===== src/rtl/param_acc_processor_pkg.sv =====
// Shared definitions for the parametrised accumulator processor:
// opcodes, state encodings and the word-width rule.
package param_acc_processor_pkg;

    localparam logic [2:0] OP_HLT = 3'b000;
    localparam logic [2:0] OP_LDA = 3'b001;
    localparam logic [2:0] OP_STA = 3'b010;
    localparam logic [2:0] OP_ADD = 3'b011;
    localparam logic [2:0] OP_SUB = 3'b100;
    localparam logic [2:0] OP_AND = 3'b101;
    localparam logic [2:0] OP_JMP = 3'b110;
    localparam logic [2:0] OP_JZ  = 3'b111;

    localparam logic [4:0] S_FETCH  = 5'd0;
    localparam logic [4:0] S_DECODE = 5'd1;
    localparam logic [4:0] S_LOAD   = 5'd2;
    localparam logic [4:0] S_EXEC   = 5'd3;
    localparam logic [4:0] S_STORE  = 5'd4;
    localparam logic [4:0] S_HALT   = 5'd5;

    // An instruction word must hold the opcode above a full operand address.
    localparam int OPCODE_W = 3;

    function automatic bit widths_ok(input int data_w, input int addr_w);
        return data_w >= addr_w + OPCODE_W;
    endfunction

endpackage


===== src/rtl/param_acc_processor_alu.sv =====
// Combinational EXEC arithmetic: LDA pass-through, ADD with carry-out,
// SUB with unsigned borrow, AND. Other opcodes return the accumulator.
module acc_alu
    import param_acc_processor_pkg::*;
#(
    parameter int DATA_W = 16
) (
    input  logic [2:0]        i_op,
    input  logic [DATA_W-1:0] i_a,
    input  logic [DATA_W-1:0] i_b,
    output logic [DATA_W-1:0] o_result,
    output logic              o_carry
);

    logic [DATA_W:0] w_sum;

    assign w_sum = {1'b0, i_a} + {1'b0, i_b};

    // NOTE: outputs get a default first so no latch is inferred.
    always_comb begin
        o_result = i_a;
        o_carry  = 1'b0;
        case (i_op)
            OP_LDA: o_result = i_b;
            OP_ADD: begin
                o_result = w_sum[DATA_W-1:0];
                o_carry  = w_sum[DATA_W];
            end
            OP_SUB: begin
                o_result = i_a - i_b;
                o_carry  = (i_a < i_b);
            end
            OP_AND: o_result = i_a & i_b;
            default: o_result = i_a;
        endcase
    end

endmodule


===== src/rtl/param_acc_processor.sv =====
// Multicycle accumulator processor with generic widths and an external
// variable-latency req/ack memory port; one access per state visit.
module param_acc_processor
    import param_acc_processor_pkg::*;
#(
    parameter int                DATA_W   = 16,
    parameter int                ADDR_W   = 12,
    parameter logic [ADDR_W-1:0] RESET_PC = '0
) (
    input  logic              CLK,
    input  logic              RESET,
    output logic              MEM_REQ,
    output logic              MEM_WE,
    output logic [ADDR_W-1:0] MEM_ADDR,
    output logic [DATA_W-1:0] MEM_WDATA,
    input  logic [DATA_W-1:0] MEM_RDATA,
    input  logic              MEM_ACK,
    output logic              HALTED,
    output logic              CARRY,
    output logic [4:0]        STATE,
    output logic [2:0]        OPCODE,
    output logic [DATA_W-1:0] IR,
    output logic [ADDR_W-1:0] PC,
    output logic [DATA_W-1:0] AC,
    output logic [ADDR_W-1:0] MA,
    output logic [DATA_W-1:0] MD
);

    if (!widths_ok(DATA_W, ADDR_W)) begin : g_width_check
        $error("DATA_W must be at least ADDR_W + %0d", OPCODE_W);
    end

    logic [4:0]        r_state;
    logic [4:0]        w_next_state;
    logic [DATA_W-1:0] r_ir;
    logic [ADDR_W-1:0] r_pc;
    logic [DATA_W-1:0] r_ac;
    logic [ADDR_W-1:0] r_ma;
    logic [DATA_W-1:0] r_md;
    logic              r_carry;

    logic              w_mem_req;
    logic              w_mem_we;
    logic              w_halted;
    logic [2:0]        w_opcode;
    logic [ADDR_W-1:0] w_addr;
    logic [DATA_W-1:0] w_alu_result;
    logic              w_alu_carry;

    assign w_opcode = r_ir[DATA_W-1 -: 3];
    assign w_addr   = r_ir[ADDR_W-1:0];

    acc_alu #(.DATA_W(DATA_W)) u_alu (
        .i_op     (w_opcode),
        .i_a      (r_ac),
        .i_b      (r_md),
        .o_result (w_alu_result),
        .o_carry  (w_alu_carry)
    );

    // NOTE: sequential state is updated with non-blocking assignments only.
    always_ff @(posedge CLK or posedge RESET) begin
        if (RESET) r_state <= S_FETCH;
        else       r_state <= w_next_state;
    end

    always_comb begin
        w_next_state = r_state;
        case (r_state)
            S_FETCH:  if (MEM_ACK) w_next_state = S_DECODE;
            S_DECODE: begin
                case (w_opcode)
                    OP_HLT:         w_next_state = S_HALT;
                    OP_JMP, OP_JZ:  w_next_state = S_FETCH;
                    OP_STA:         w_next_state = S_STORE;
                    default:        w_next_state = S_LOAD;
                endcase
            end
            S_LOAD:   if (MEM_ACK) w_next_state = S_EXEC;
            S_EXEC:   w_next_state = S_FETCH;
            S_STORE:  if (MEM_ACK) w_next_state = S_FETCH;
            S_HALT:   w_next_state = S_HALT;
            default:  w_next_state = S_FETCH;
        endcase
    end

    always_comb begin
        w_mem_req = (r_state == S_FETCH) || (r_state == S_LOAD) || (r_state == S_STORE);
        w_mem_we  = (r_state == S_STORE);
        w_halted  = (r_state == S_HALT);
    end

    // MA is re-pointed at PC whenever control returns to FETCH.
    always_ff @(posedge CLK or posedge RESET) begin
        if (RESET) begin
            r_ir    <= '0;
            r_pc    <= RESET_PC;
            r_ac    <= '0;
            r_ma    <= RESET_PC;
            r_md    <= '0;
            r_carry <= 1'b0;
        end else begin
            case (r_state)
                S_FETCH: begin
                    if (MEM_ACK) begin
                        r_ir <= MEM_RDATA;
                        r_md <= MEM_RDATA;
                        r_pc <= r_pc + ADDR_W'(1);
                    end
                end
                S_DECODE: begin
                    case (w_opcode)
                        OP_HLT: ;
                        OP_JMP: begin
                            r_pc <= w_addr;
                            r_ma <= w_addr;
                        end
                        OP_JZ: begin
                            if (r_ac == '0) begin
                                r_pc <= w_addr;
                                r_ma <= w_addr;
                            end else begin
                                r_ma <= r_pc;
                            end
                        end
                        OP_STA: begin
                            r_ma <= w_addr;
                            r_md <= r_ac;
                        end
                        default: r_ma <= w_addr;
                    endcase
                end
                S_LOAD: begin
                    if (MEM_ACK) r_md <= MEM_RDATA;
                end
                S_EXEC: begin
                    r_ac <= w_alu_result;
                    if (w_opcode == OP_ADD || w_opcode == OP_SUB) r_carry <= w_alu_carry;
                    r_ma <= r_pc;
                end
                S_STORE: begin
                    if (MEM_ACK) r_ma <= r_pc;
                end
                S_HALT: ;
                default: r_ma <= r_pc;
            endcase
        end
    end

    assign MEM_REQ   = w_mem_req;
    assign MEM_WE    = w_mem_we;
    assign MEM_ADDR  = r_ma;
    assign MEM_WDATA = r_md;
    assign HALTED    = w_halted;
    assign CARRY     = r_carry;
    assign STATE     = r_state;
    assign OPCODE    = w_opcode;
    assign IR        = r_ir;
    assign PC        = r_pc;
    assign AC        = r_ac;
    assign MA        = r_ma;
    assign MD        = r_md;

endmodule


===== config.mk =====
export PLATFORM = sky130hd
export DESIGN_NAME = param_acc_processor
export DESIGN_NICKNAME = d
export VERILOG_FILES = /design/src/rtl/param_acc_processor_pkg.sv /design/src/rtl/param_acc_processor_alu.sv /design/src/rtl/param_acc_processor.sv
export SDC_FILE = /design/constraint.sdc
export NUM_CORES = 1
export LEC_CHECK = 0
export CAP_MARGIN = 10
export CORE_AREA = 4 4 124 96
export CTS_BUF_LIST = sky130_fd_sc_hd__clkbuf_4 sky130_fd_sc_hd__clkbuf_8
export DETAILED_ROUTE_END_ITERATION = 7
export DIE_AREA = 0 0 128 100
export PLACE_DENSITY_LB_ADDON = 0.15
export RECOVER_POWER = 100
export REMOVE_ABC_BUFFERS = 1
export SLEW_MARGIN = 40
export SYNTH_ARGS = -nofsm -noshare
export SYNTH_HDL_FRONTEND = slang
export SYNTH_SLANG_ARGS = --single-unit

===== constraint.sdc =====
create_clock -name CLK -period 4 [get_ports CLK]
set_input_delay 0.4 -clock CLK [delete_from_list [all_inputs] [get_ports CLK]]
set_output_delay 0.4 -clock CLK [all_outputs]
set_load 0.02 [all_outputs]

# --- Yosys cells after proc, flatten, opt, wreduce, memory -nomap -nowiden ---
# Cells that the tools add are included.
op_classes:
  mux: 17
  order_cmp: 1
  reduce_logical: 19
  bitwise: 2
  addsub: 3
  n_eq_ne: 19
op_table:
  columns: ["cell", "n"]
  rows:
  - ["case mux 12 bit (2 select lines)", 3]
  - ["case mux 16 bit (4 select lines)", 1]
  - ["2-to-1 mux 12 bit", 3]
  - ["case mux 12 bit (3 select lines)", 1]
  - ["2-to-1 mux 16 bit", 2]
  - ["case mux 16 bit (2 select lines)", 1]
  - ["case mux 5 bit (5 select lines)", 1]
  - ["adder 16 x 16 -> 17 bit", 1]
  - ["AND 16 bit", 1]
  - ["zero test 16 bit", 1]
  - ["< comparator 16 bit", 1]
  - ["subtractor 16 bit", 1]
  - ["2-to-1 mux 5 bit", 3]
  - ["adder 12 x 1 -> 12 bit, second input constant", 1]
  - ["== test 3 bit, second input constant", 4]
  - ["AND reduction 3 bit", 4]
  - ["== test 5 x 2 -> 1 bit, second input constant", 2]
  - ["== test 5 x 3 -> 1 bit, second input constant", 2]
  - ["case mux 3 bit (3 select lines)", 1]
  - ["!= test 2 bit, second input constant", 4]
  - ["== test 3 x 2 -> 1 bit, second input constant", 2]
  - ["AND reduction 2 bit", 3]
  - ["== test 5 x 1 -> 1 bit, second input constant", 1]
  - ["zero test 5 bit", 1]
  - ["other kinds (11)", 16]
totals:
  regBits: 78
  word_cells: 68

# --- Depth between registers and ports, before layout ---
logic_depth:
  word_depth: 4
  depth_mapped: 12

# --- Modules after synthesis ---
# A second synthesis with hierarchy kept.
unflattened:
  hier_cells: 740
  area_unflattened_um2: 6329.8
modules_own_cells:
  columns: ["module", "seq_area_each_um2", "cells_each", "instances", "area_per_inst_um2"]
  rows:
  - ["param_acc_processor", 1901.8, 370, 1, 3996.3]
  - ["acc_alu", 0.0, 370, 1, 2333.5]

# --- Worst setup path before layout ---
# Ideal clock, no wire load.
synth_timing:
  path_kind: "register to register"
  from: "register r_md[0] (netlist: MD[0])"
  to: "register r_ac[10] (netlist: AC[10])"
  required_time_ns: 3.879
  path_slack_ns: 1.107
  stages_incl_launch_ff: 12
  arrival_time_ns: 2.772
  path_buffers: 0
  path_cell_list: "dfrtp_1 > ha_1 > inv_1 > fa_1 > a21o_1 > a21oi_4 > o21ai_2 > or4_4 > a311o_1 > a211oi_2 > a41oi_1 > o22a_1"
synth_via:
  elab_chain_cells: 2
  word_cells_on_any_way: 3
  classes_between: "2 x add/sub; 1 x mux"
synth_rtl:
  columns: ["item", "line_no", "source"]
  rows:
  - ["start: declaration", "param_acc_processor.sv:39", "logic [DATA_W-1:0] r_md;"]
  - ["start signal: assignment", "param_acc_processor.sv:128", "r_md <= r_ac;"]
  - ["subtractor 16 bit or adder 16 x 16 -> 17 bit (tied branches)", "param_acc_processor_alu.sv:30, param_acc_processor_alu.sv:17", null]
  - ["case mux 16 bit (4 select lines) *", "param_acc_processor_alu.sv:23", "case (i_op)"]
  - ["end signal: assignment", "param_acc_processor.sv:137", "r_ac <= w_alu_result;"]
  - ["end: declaration", "param_acc_processor.sv:37", "logic [DATA_W-1:0] r_ac;"]
# Every way passes the cells marked *; elsewhere a longest branch is shown, timed or not.
# A chain may end at the register's enable or synchronous reset.

# --- Worst setup path after layout ---
layout_timing:
  from: "register r_ac[0] (netlist: AC[0])"
  to: "register r_ac[10] (netlist: AC[10])"
layout_via:
  elab_chain_cells: 2
  word_cells_on_any_way: 3
  classes_between: "2 x add/sub; 1 x mux"
layout_rtl:
  columns: ["item", "line_no"]
  rows:
  - ["subtractor 16 bit or adder 16 x 16 -> 17 bit (tied branches)", "param_acc_processor_alu.sv:30, param_acc_processor_alu.sv:17"]
  - ["case mux 16 bit (4 select lines) *", "param_acc_processor_alu.sv:23"]
# Marks and branches as above.

==> flow_summary.json <==
{
  "cts-root-buf": "clkbuf_8",
  "area_delta_synth_final_pct": 22.44,
  "sw_frac_of_total": 0.2152,
  "ctsHoldBuffers": 0,
  "slew_violations": 46,
  "start_kind": "flip-flop",
  "synthAdderAreaFrac": 0.07605,
  "grt_pass1_vias": 5690,
  "core-area_mm2": 0.01074,
  "h-tree-depth": 3,
  "drtPass1Iterations": 5,
  "routed_wl_um": 18810,
  "io_buffers": 128,
  "maxCapViolCount": 1,
  "fin_crit_ns": 3.263,
  "cp_slowest_stage_delay_ns": 0.48,
  "yosys.area.top_type": "dfrtp_1",
  "nNetsFinal": 855,
  "wl_per_cell_um": 19.89,
  "fin_hold_ws_ns": 0.5084,
  "clockBufferDepth": 2,
  "antenna_found_initial": 1,
  "synth_area_leaders": "dfrtp_1, ha_1, o21ai_0",
  "tns_ns": 0,
  "synthMuxAreaShare": 0.08088,
  "hold_viol_final": 0,
  "grt_overflow": 0,
  "yosysSeqAreaShare": 0.3193,
  "power.density_mw_per_mm2": 210.9,
  "cts.clk_slew.worst_paths_ns": 0.08,
  "p_clk_frac": 0.474,
  "ys_warn_count": 0,
  "criticalPathCategory": "reg2reg",
  "dieArea_mm2": 0.01280,
  "dpl.hpwl_um": 13720,
  "met1_length_um": 8252,
  "crit_path_top_delay_cell": "or4_4",
  "p_int_mw": 1.207,
  "drtIter0Drc": 650,
  "critPathMaxFanout": 6,
  "rows": 33,
  "p_comb_frac": 0.027,
  "synth_top_area_share": 0.3193,
  "synth.avg_cell_area_um2": 8.215,
  "numCtsBuffers": 9,
  "synth_cell_types": 69,
  "dr_wl_met3_um": 1332,
  "cts_resized": 0,
  "clk_latency_ns": 0.36,
  "place_congestion": 0.9076,
  "p_leak_nw": 3.254,
  "final_cell_mix": "dlygate4sd3_1, dfrtp_1, nand2_1, o21ai_0, a21oi_1",
  "wl_met2_um": 8836,
  "avgViaCountPerCell": 6.263,
  "worst_hold_path_type": "reg2reg",
  "cts_tree": "built",
  "fmax_mhz": 306.5,
  "synth_top_family_by_area": "compound AO/OA/AOI/OAI gates",
  "p_seq_frac": 0.499,
  "crit_required_ns": 4.25,
  "num_vias": 5925,
  "violations": "max-capacitance violations, max-slew violations",
  "synthesis.area_mm2": 0.005956,
  "die_x_um": 128,
  "synth-xor-area-share": 0.01324,
  "peakVddDrop_mv": 0.1263,
  "drive_gt1_frac": 0.05955,
  "post-route-period-util": 0.8156,
  "endpoint_kind": "flip-flop",
  "cpMostUsedCell": "inv_1",
  "die_h_um": 100,
  "synth_compound_area_frac": 0.2363,
  "grt_max_degree": 46,
  "worst_clock_skew_ns": 0.01253,
  "synth-simple-area-share": 0.1754,
  "worst_pin_slew_ns": 2.020,
  "num_io_pins": 131,
  "cts_setup_buffers": 0,
  "initial_utilization": 0.5548,
  "synth_ff_type": "dfrtp_1",
  "maxSlewHeadroom": -0.3542,
  "grt_setup_unrepaired": "no",
  "ys_ff_latch": 76,
  "final_common_cell": "dlygate4sd3_1",
  "antennaDiodeCount": 0,
  "crit_arrival_ns": 3.51,
  "synth-async-reset-ratio": 1.000,
  "track_usage": 0.2941,
  "postRouteAntennaNets": 0,
  "crit_chain": "inv_1, ha_1, inv_1, fa_1, a21o_1, a21oi_1, o21ai_0, or4_4, a311o_1, a211oi_2, a41oi_1, o22a_1",
  "highest_layer": "met5",
  "final-setup-viol-count": 0,
  "drcViolationCount": 0,
  "p_sw_mw": 0.3310,
  "cts.sinks": 76,
  "syn_inst": 725,
  "outcome": "complete, but fails checks",
  "grt_pass1_wl_um": 30290,
  "synth_edf_count": 0
}
## cells in the mapped netlist, drive strengths merged, types with 8 or more instances
library cell  instances
clkbuf               36
a21oi                63
nand2b               11
mux2i                29
nand3                17
mux2                 17
or3                  15
nor2                 48
o21ai                70
inv                  38
nor4                  8
ha                   33
nand2                71
o22ai                11
nor2b                 8
dfrtp                76
buf                  44
a211oi               11
nor3                 15
## cells by family (layout without fill, tap and decap cells)
logic type               count (synthesis)  count (layout)
XOR/XNOR                                 9               9
AO/OA/AOI/OAI                          222             222
AND/OR/NAND/NOR                        218             218
adder cells (fa/ha/maj)                 35              35
multiplexers                            46              46
other                                    1               2
buffers and inverters                  118             198
flip-flops                              76              76
## final timing paths
path	start	to	slack [ns]	cells after the start
worst max-delay path	AC[0]$_DFFE_PP0P_	AC[10]$_DFFE_PP0P_	0.74	12
worst min-delay path	MA[0]$_DFFE_PP0P_	MA[0]$_DFFE_PP0P_	0.51	2
worst max register to register	AC[0]$_DFFE_PP0P_	AC[10]$_DFFE_PP0P_	0.74	12
worst min register to register	MA[0]$_DFFE_PP0P_	MA[0]$_DFFE_PP0P_	0.51	2
max in group asynchronous	RESET	AC[12]$_DFFE_PP0P_	1.25	3
min in group asynchronous	RESET	MA[0]$_DFFE_PP0P_	1.01	2
## power by group through the flow
stage               logic, mW  clock network (mW)  registers, mW
detailed placement     0.0432                   0          0.783
finish                 0.0408               0.729          0.768
floorplan              0.0133                   0          0.783
global placement       0.0424                   0          0.783
global route           0.0451               0.772          0.768
CTS                    0.0434               0.738          0.767
## metrics by stage
step	area, um^2	util	power, mW	std cells	setup WS [ns]
3_5_place_dp	7109	0.6622	0.8261	930	1.026
2_1_floorplan	5518	-	0.7962	646	0.9676
4_1_cts	7353	0.6850	1.549	946	1.011
3_3_place_gp	7107	0.6620	0.8252	930	1.081
5_1_grt	7292	0.6793	1.585	946	0.4867
6_report	7292	0.6793	1.538	946	0.7374
## routing by layer
layer | track usage | vias to the layer above
met3 | 0.05851 | 37
li1 | - | 2724
met4 | 0.07015 | 2
met5 | 0 | -
met1 | 0.4033 | 2890
met2 | 0.4827 | 272
## critical path: cells and delay by family (launching register included)
kind	cells	cell delay, ns
AO/OA/AOI/OAI	7	1.53
adder cells (fa/ha/maj)	2	0.57
AND/OR/NAND/NOR	1	0.48
flip-flops	1	0.44
buffers and inverters	2	0.14
## cell type report
class,instances,area (um^2)
Clock buffer,10,131.4
Clock inverter,6,112.6
Fill cell,924,3443
Inverter,38,143.9
Multi-Input combinational cell,532,3456
Sequential cell,76,1902
Tap cell,140,175.2
Timing Repair Buffer,144,1371
## sequential cells by signal (all words and copies together) (netlist names)
| name | count |
|---|---|
| AC | 16 |
| CARRY | 1 |
| PC | 12 |
| MA | 12 |
| STATE | 3 |
| IR | 16 |
| MD | 16 |
(Power assumes the default switching activity.)
